<file path="config.mk">
export PLATFORM = sky130hd
export DESIGN_NAME = reg_file_flat
export DESIGN_NICKNAME = d
export VERILOG_FILES = /design/src/rtl/cpu_pkg.sv /design/src/rtl/reg_file_if.sv /design/src/rtl/reg_file.sv /design/src/flat_wrapper.sv
export SDC_FILE = /design/constraint.sdc
export NUM_CORES = 2
export LEC_CHECK = 0
export CAP_MARGIN = 10
export CELL_PAD_IN_SITES_DETAIL_PLACEMENT = 0
export CELL_PAD_IN_SITES_GLOBAL_PLACEMENT = 2
export CORE_MARGIN = 10
export CORE_UTILIZATION = 30
export DETAILED_ROUTE_END_ITERATION = 16
export PLACE_DENSITY = 0.67
export SYNTH_ARGS = -nofsm -noshare
export SYNTH_HDL_FRONTEND = slang
export SYNTH_SLANG_ARGS = --single-unit
</file>
<file path="constraint.sdc">
create_clock -name clk_i -period 4.2 [get_ports clk_i]
set_input_delay 0.63 -clock clk_i [delete_from_list [all_inputs] [get_ports clk_i]]
set_output_delay 0.63 -clock clk_i [all_outputs]
set_load 0.03 [all_outputs]
</file>
<file path="src/rtl/cpu_pkg.sv">
// Shared CPU constants used by the register file, the ALU and the control unit.
package cpu_pkg;

  localparam int unsigned DATA_W   = 32;
  localparam int unsigned ADDR_W   = 5;
  localparam int unsigned NUM_REGS = 32;
  localparam int unsigned REG_ZERO = 0;
  localparam int unsigned WRCNT_W  = 16;

  typedef logic [DATA_W-1:0]  word_t;
  typedef logic [ADDR_W-1:0]  reg_idx_t;
  typedef logic [WRCNT_W-1:0] wr_count_t;

endpackage

</file>
<file path="src/rtl/reg_file_if.sv">
// Register-file port bundle: two combinational read ports, one write port and a debug read port.
interface reg_file_if #(
  parameter int unsigned DATA_W = cpu_pkg::DATA_W,
  parameter int unsigned ADDR_W = cpu_pkg::ADDR_W
);

  logic [ADDR_W-1:0]           RSaddr_i;
  logic [ADDR_W-1:0]           RTaddr_i;
  logic [ADDR_W-1:0]           RDaddr_i;
  logic [DATA_W-1:0]           RDdata_i;
  logic                        RegWrite_i;
  logic [ADDR_W-1:0]           DBGaddr_i;
  logic [DATA_W-1:0]           RSdata_o;
  logic [DATA_W-1:0]           RTdata_o;
  logic [DATA_W-1:0]           DBGdata_o;
  logic [cpu_pkg::WRCNT_W-1:0] WrCount_o;

  modport master (
    output RSaddr_i, RTaddr_i, RDaddr_i, RDdata_i, RegWrite_i, DBGaddr_i,
    input  RSdata_o, RTdata_o, DBGdata_o, WrCount_o
  );

  modport slave (
    input  RSaddr_i, RTaddr_i, RDaddr_i, RDdata_i, RegWrite_i, DBGaddr_i,
    output RSdata_o, RTdata_o, DBGdata_o, WrCount_o
  );

endinterface

</file>
<file path="src/rtl/reg_file.sv">
// 2**ADDR_W x DATA_W register file: entry 0 reads zero, write-through bypass on both read
// ports, registered write-first debug port and a wrapping committed-write counter.
module reg_file #(
  parameter int unsigned DATA_W = cpu_pkg::DATA_W,
  parameter int unsigned ADDR_W = cpu_pkg::ADDR_W
) (
  input logic       clk_i,
  input logic       rst_i,
  reg_file_if.slave bus
);

  import cpu_pkg::*;

  localparam int unsigned       NREGS    = 2 ** ADDR_W;
  localparam logic [ADDR_W-1:0] ZERO_IDX = ADDR_W'(REG_ZERO);

  typedef logic [DATA_W-1:0] data_t;

  // Entry 0 has no storage; the array starts at index 1.
  data_t               regs_q [1:NREGS-1];
  data_t               regs_d [1:NREGS-1];
  data_t               dbg_q;
  data_t               dbg_d;
  logic [WRCNT_W-1:0]  wr_count_q;
  logic [WRCNT_W-1:0]  wr_count_d;
  logic                wr_commit;
  data_t               rs_data;
  data_t               rt_data;

  function automatic data_t read_entry(input data_t arr [1:NREGS-1],
                                       input logic [ADDR_W-1:0] idx);
    data_t r;
    r = '0;
    for (int unsigned i = 1; i < NREGS; i++) begin
      if (idx == ADDR_W'(i)) r = arr[i];
    end
    return r;
  endfunction

  assign wr_commit = !rst_i && bus.RegWrite_i && (bus.RDaddr_i != ZERO_IDX);

  always_comb begin
    rs_data = '0;
    if (!rst_i && (bus.RSaddr_i != ZERO_IDX)) begin
      if (wr_commit && (bus.RDaddr_i == bus.RSaddr_i)) rs_data = bus.RDdata_i;
      else                                              rs_data = read_entry(regs_q, bus.RSaddr_i);
    end
  end

  always_comb begin
    rt_data = '0;
    if (!rst_i && (bus.RTaddr_i != ZERO_IDX)) begin
      if (wr_commit && (bus.RDaddr_i == bus.RTaddr_i)) rt_data = bus.RDdata_i;
      else                                              rt_data = read_entry(regs_q, bus.RTaddr_i);
    end
  end

  // Debug read samples the post-write array so a same-edge write is visible (write-first).
  always_comb begin
    regs_d     = regs_q;
    wr_count_d = wr_count_q;
    if (wr_commit) begin
      for (int unsigned i = 1; i < NREGS; i++) begin
        if (bus.RDaddr_i == ADDR_W'(i)) regs_d[i] = bus.RDdata_i;
      end
      wr_count_d = wr_count_q + WRCNT_W'(1);
    end
    dbg_d = read_entry(regs_d, bus.DBGaddr_i);
  end

  always_ff @(posedge clk_i) begin
    if (rst_i) begin
      for (int unsigned i = 1; i < NREGS; i++) regs_q[i] <= '0;
      dbg_q      <= '0;
      wr_count_q <= '0;
    end else begin
      for (int unsigned i = 1; i < NREGS; i++) regs_q[i] <= regs_d[i];
      dbg_q      <= dbg_d;
      wr_count_q <= wr_count_d;
    end
  end

  assign bus.RSdata_o  = rs_data;
  assign bus.RTdata_o  = rt_data;
  assign bus.DBGdata_o = dbg_q;
  assign bus.WrCount_o = wr_count_q;

endmodule

</file>
<file path="src/flat_wrapper.sv">
// flat-port wrapper written by rule: the top's interface ports become plain ports
module reg_file_flat import cpu_pkg::*;
#(
  parameter int unsigned DATA_W = cpu_pkg::DATA_W,
  parameter int unsigned ADDR_W = cpu_pkg::ADDR_W
)
  (clk_i, rst_i, bus_RSaddr_i, bus_RTaddr_i, bus_RDaddr_i, bus_RDdata_i, bus_RegWrite_i, bus_DBGaddr_i, bus_RSdata_o, bus_RTdata_o, bus_DBGdata_o, bus_WrCount_o);
  reg_file_if #(.DATA_W(DATA_W), .ADDR_W(ADDR_W)) bus_i ();
  input logic clk_i;
  input logic rst_i;
  input wire logic [$bits(bus_i.RSaddr_i)-1:0] bus_RSaddr_i;
  input wire logic [$bits(bus_i.RTaddr_i)-1:0] bus_RTaddr_i;
  input wire logic [$bits(bus_i.RDaddr_i)-1:0] bus_RDaddr_i;
  input wire logic [$bits(bus_i.RDdata_i)-1:0] bus_RDdata_i;
  input wire logic [$bits(bus_i.RegWrite_i)-1:0] bus_RegWrite_i;
  input wire logic [$bits(bus_i.DBGaddr_i)-1:0] bus_DBGaddr_i;
  output wire logic [$bits(bus_i.RSdata_o)-1:0] bus_RSdata_o;
  output wire logic [$bits(bus_i.RTdata_o)-1:0] bus_RTdata_o;
  output wire logic [$bits(bus_i.DBGdata_o)-1:0] bus_DBGdata_o;
  output wire logic [$bits(bus_i.WrCount_o)-1:0] bus_WrCount_o;
  assign bus_i.RSaddr_i = bus_RSaddr_i;
  assign bus_i.RTaddr_i = bus_RTaddr_i;
  assign bus_i.RDaddr_i = bus_RDaddr_i;
  assign bus_i.RDdata_i = bus_RDdata_i;
  assign bus_i.RegWrite_i = bus_RegWrite_i;
  assign bus_i.DBGaddr_i = bus_DBGaddr_i;
  assign bus_RSdata_o = bus_i.RSdata_o;
  assign bus_RTdata_o = bus_i.RTdata_o;
  assign bus_DBGdata_o = bus_i.DBGdata_o;
  assign bus_WrCount_o = bus_i.WrCount_o;
  reg_file #(.DATA_W(DATA_W), .ADDR_W(ADDR_W)) u_core (.clk_i(clk_i), .rst_i(rst_i), .bus(bus_i));
endmodule
</file>
==> impl_metrics.ini <==
[synthesis]
synthesis.area_um2 = 59300
synth_area_leaders = dfxtp_1, mux2i_1, nor2_1
yosysTopAreaCell = dfxtp_1
synthCells = 7694
ys_ff_latch = 1040
yosysTopAreaCellShare_pct = 35.1
synthesis.nets = 7750
async_flop_share_pct = 0
avgSynthCellArea_um2 = 7.71
yosys_warnings = 0
seq_area_frac_synth_pct = 35.1
synth.most_common_cell = nor2_1
yosys-top-cells-count = nor2_1, dfxtp_1, mux2i_1, a21oi_1, clkbuf_1
yosysUniqueCellTypes = 96
ys.flop_type = dfxtp_1
synth_edf_count = 0

[critical_path]
crit_type = in -> out
rr_worst_depth = 8
startpoint_type = primary input
cp_max_fo = 5
worstPathArrival_ns = 3.68
endpoint_kind = primary output
r2r_end = u_core.bus.DBGdata_o[30]
required_ns = 3.57
reg2reg_slack_ns = 1.50
r2r-start = u_core.regs_q[830]

[sta]
setup_slack_ns = -0.109
finalSetupViolations = 17
worst_pin_slew_ns = 1.24
finalCritPeriodShare_pct = 103
finalClockSkew_ns = 0.0243
fmax_mhz = 232
fin_crit_ns = 4.31
slew_headroom_pct = 16.8
hold_viol_final = 0
drv_slew = 0
finalSetupTns_ns = -0.713
rsz0062_at_grt = yes

[drt]
dr.pass1.iters = 9
vias = 80174
initialDrtViolationCount = 13725
drc = 0
via_per_inst = 6.72
wl_per_cell_um = 44.9
wirelength_mm = 535
ant_nets = 0

[grt]
grtUsageTotal_pct = 47.0
antenna_found_initial = 60
first_global_vias = 74973
grt.overflow.total = 0
grt_first_pass_wirelength_mm = 694
grt_max_degree = 191

[hold_path]
min_to = u_core.regs_q[540]
holdCritStartpoint = u_core.regs_q[540]
holdPathStages = 2
hold_class = reg -> reg

[power]
vdd_drop_max_mv = 0.441
p_per_area_nw_per_um2 = 310
leakage_nw = 37.6

[clock_tree]
cts_tree = yes
htreeDepth = 4
clk_latency_ns = 0.87
clock_path_buffers = 3
clk_pin_slew_ns = 0.06
root_buffer = clkbuf_16
cts_num_sinks = 1040
numCtsBuffers = 137

[run]
maxCapViolations = 0

[floorplanning]
dieArea_um2 = 216000
die_h_um = 465
ioPinCount = 167
core_um2 = 197000
num_rows = 163
start_util_pct = 30.1
die_w_um = 465

[finish]
postLayoutCoreUtil_pct = 43.7
areaGrowthSynthToFinish_pct = 45.2
nets = 9209
fillers = 19854
stdcell_count = 11936
drive_above_1_share_pct = 28.1

[place]
gp_congestion = 1.13
dp_cells = 11590
io_buffers = 166
dpl.hpwl_mm = 421

[run_status]
violations = negative setup slack
status = complete, but fails checks
[worst max-delay path, cell delays in order]
cell and delay, ns:
buf_6 0.12, buf_12 0.15, or3b_4 0.43, buf_6 0.15, nor2_4 0.20, buf_12 0.15
buf_4 0.14, a22oi_1 0.09, nand4_1 0.10, o211ai_1 0.27, nand4_1 0.25, o211ai_1 0.37
a31oi_1 0.31, buf_4 0.18, buf_12 0.12
[layout make-up]
class                      instances  area, um2  area share [%]
clock buffer                     197       3960            4.60
inverter                          27        101           0.118
sequential                      1040      20800            24.2
tap                             2640       3300            3.84
timing repair buffer            2075      19900            23.1
multi-input combinational       5872      37200            43.2
antenna                           32       80.1          0.0930
clock inverter                    53        785           0.911
[where the power goes]
part	internal, mW	switching [mW]	total, mW
combinational	1.29	2.63	3.92
clock	7.33	5.45	12.8
sequential	9.93	0.0849	10.0
total	18.6	8.16	26.7
[metrics by stage]
step	cell area, um2	power, mW	setup WS, ns	hold WS [ns]
global route	86000	27.0	-0.0844	0.542
finish	86100	26.7	-0.109	0.525
floorplan	59300	11.4	0.0468	0.458
CTS	85100	26.5	-0.0792	0.518
global placement	79100	13.8	-0.866	0.501
detailed placement	79100	13.8	-0.885	0.501
[timing repair]
| item | in CTS | in global routing |
|---|---|---|
| setup buffers | 32 | 32 |
| hold buffers | 1 | 0 |
| pin swaps | 51 | 65 |
| gates resized for setup | 192 | 139 |
| cloned | 3 | 2 |
| hold endpoints to repair | 4 | 0 |
| setup endpoints to repair | 64 | 57 |
[cell families after synthesis]
group | after synthesis | share of synthesized area [%]
compound gates | 2495 | 27.6
xor+xnor | 25 | 0.369
fa+ha+maj | 1 | 0.0211
buf+inv | 782 | 5.31
flops | 1040 | 35.1
mux | 713 | 12.2
simple gates | 2638 | 19.3
[registers in the layout (all words and copies together) (netlist names)]
signal and flops:
u_core.bus.WrCount_o 16, u_core.bus.DBGdata_o 32, u_core.regs_q 992
[worst max-delay path by stage]
stage / depth (start not counted) / endpoint / slack (ns) / start
after floorplan: 10 / bus_RSdata_o[29] / 0.05 / bus_RSaddr_i[3]
after global placement: 13 / bus_RTdata_o[5] / -0.87 / bus_RTaddr_i[0]
after detailed placement: 13 / bus_RTdata_o[5] / -0.89 / bus_RTaddr_i[0]
after CTS: 15 / bus_RTdata_o[5] / -0.08 / bus_RTaddr_i[2]
after global routing: 17 / bus_RSdata_o[29] / -0.08 / bus_RSaddr_i[1]
final: 15 / bus_RSdata_o[25] / -0.11 / bus_RSaddr_i[4]
[placed cells by master (no fill, tap or decap), types with 21 or more instances in the layout]
cell type        instances
a22o_1                  44
a31oi_1                 41
a221oi_1                79
buf_6                   51
dfxtp_1               1037
nand2_1                384
a21o_1                  21
o21a_1                  21
mux2_2                  41
and3_1                  43
nor4_1                  22
clkdlybuf4s50_1         85
nor2_4                  57
a21oi_1                641
diode_2                 32
a222oi_1                58
o21ai_1                 24
buf_12                 295
nor2b_1                 69
inv_1                   24
clkbuf_8                31
buf_4                 1623
o221ai_1                46
a211oi_1                36
nor2_1                1489
mux2i_1                667
clkbuf_1                29
nor3_1                  99
nand4_1                 73
a21oi_2                 22
o21ai_0                379
nand2_2                 33
nand3_1                148
nor2_2                  27
o22ai_1                258
clkbuf_16              140
o211ai_1                41
a22oi_1                504
[routing by layer]
| layer | wire length [um] | vias up | track usage [%] |
|---|---|---|---|
| met2 | 224000 | 7006 | 70.6 |
| met4 | 63900 | 26 | 43.6 |
| met3 | 58100 | 2280 | 12.7 |
| li1 | - | 31371 | - |
| met1 | 189000 | 39491 | 53.8 |
| met5 | 330 | - | 0.490 |
No activity file was read; power rests on OpenSTA's default activity.
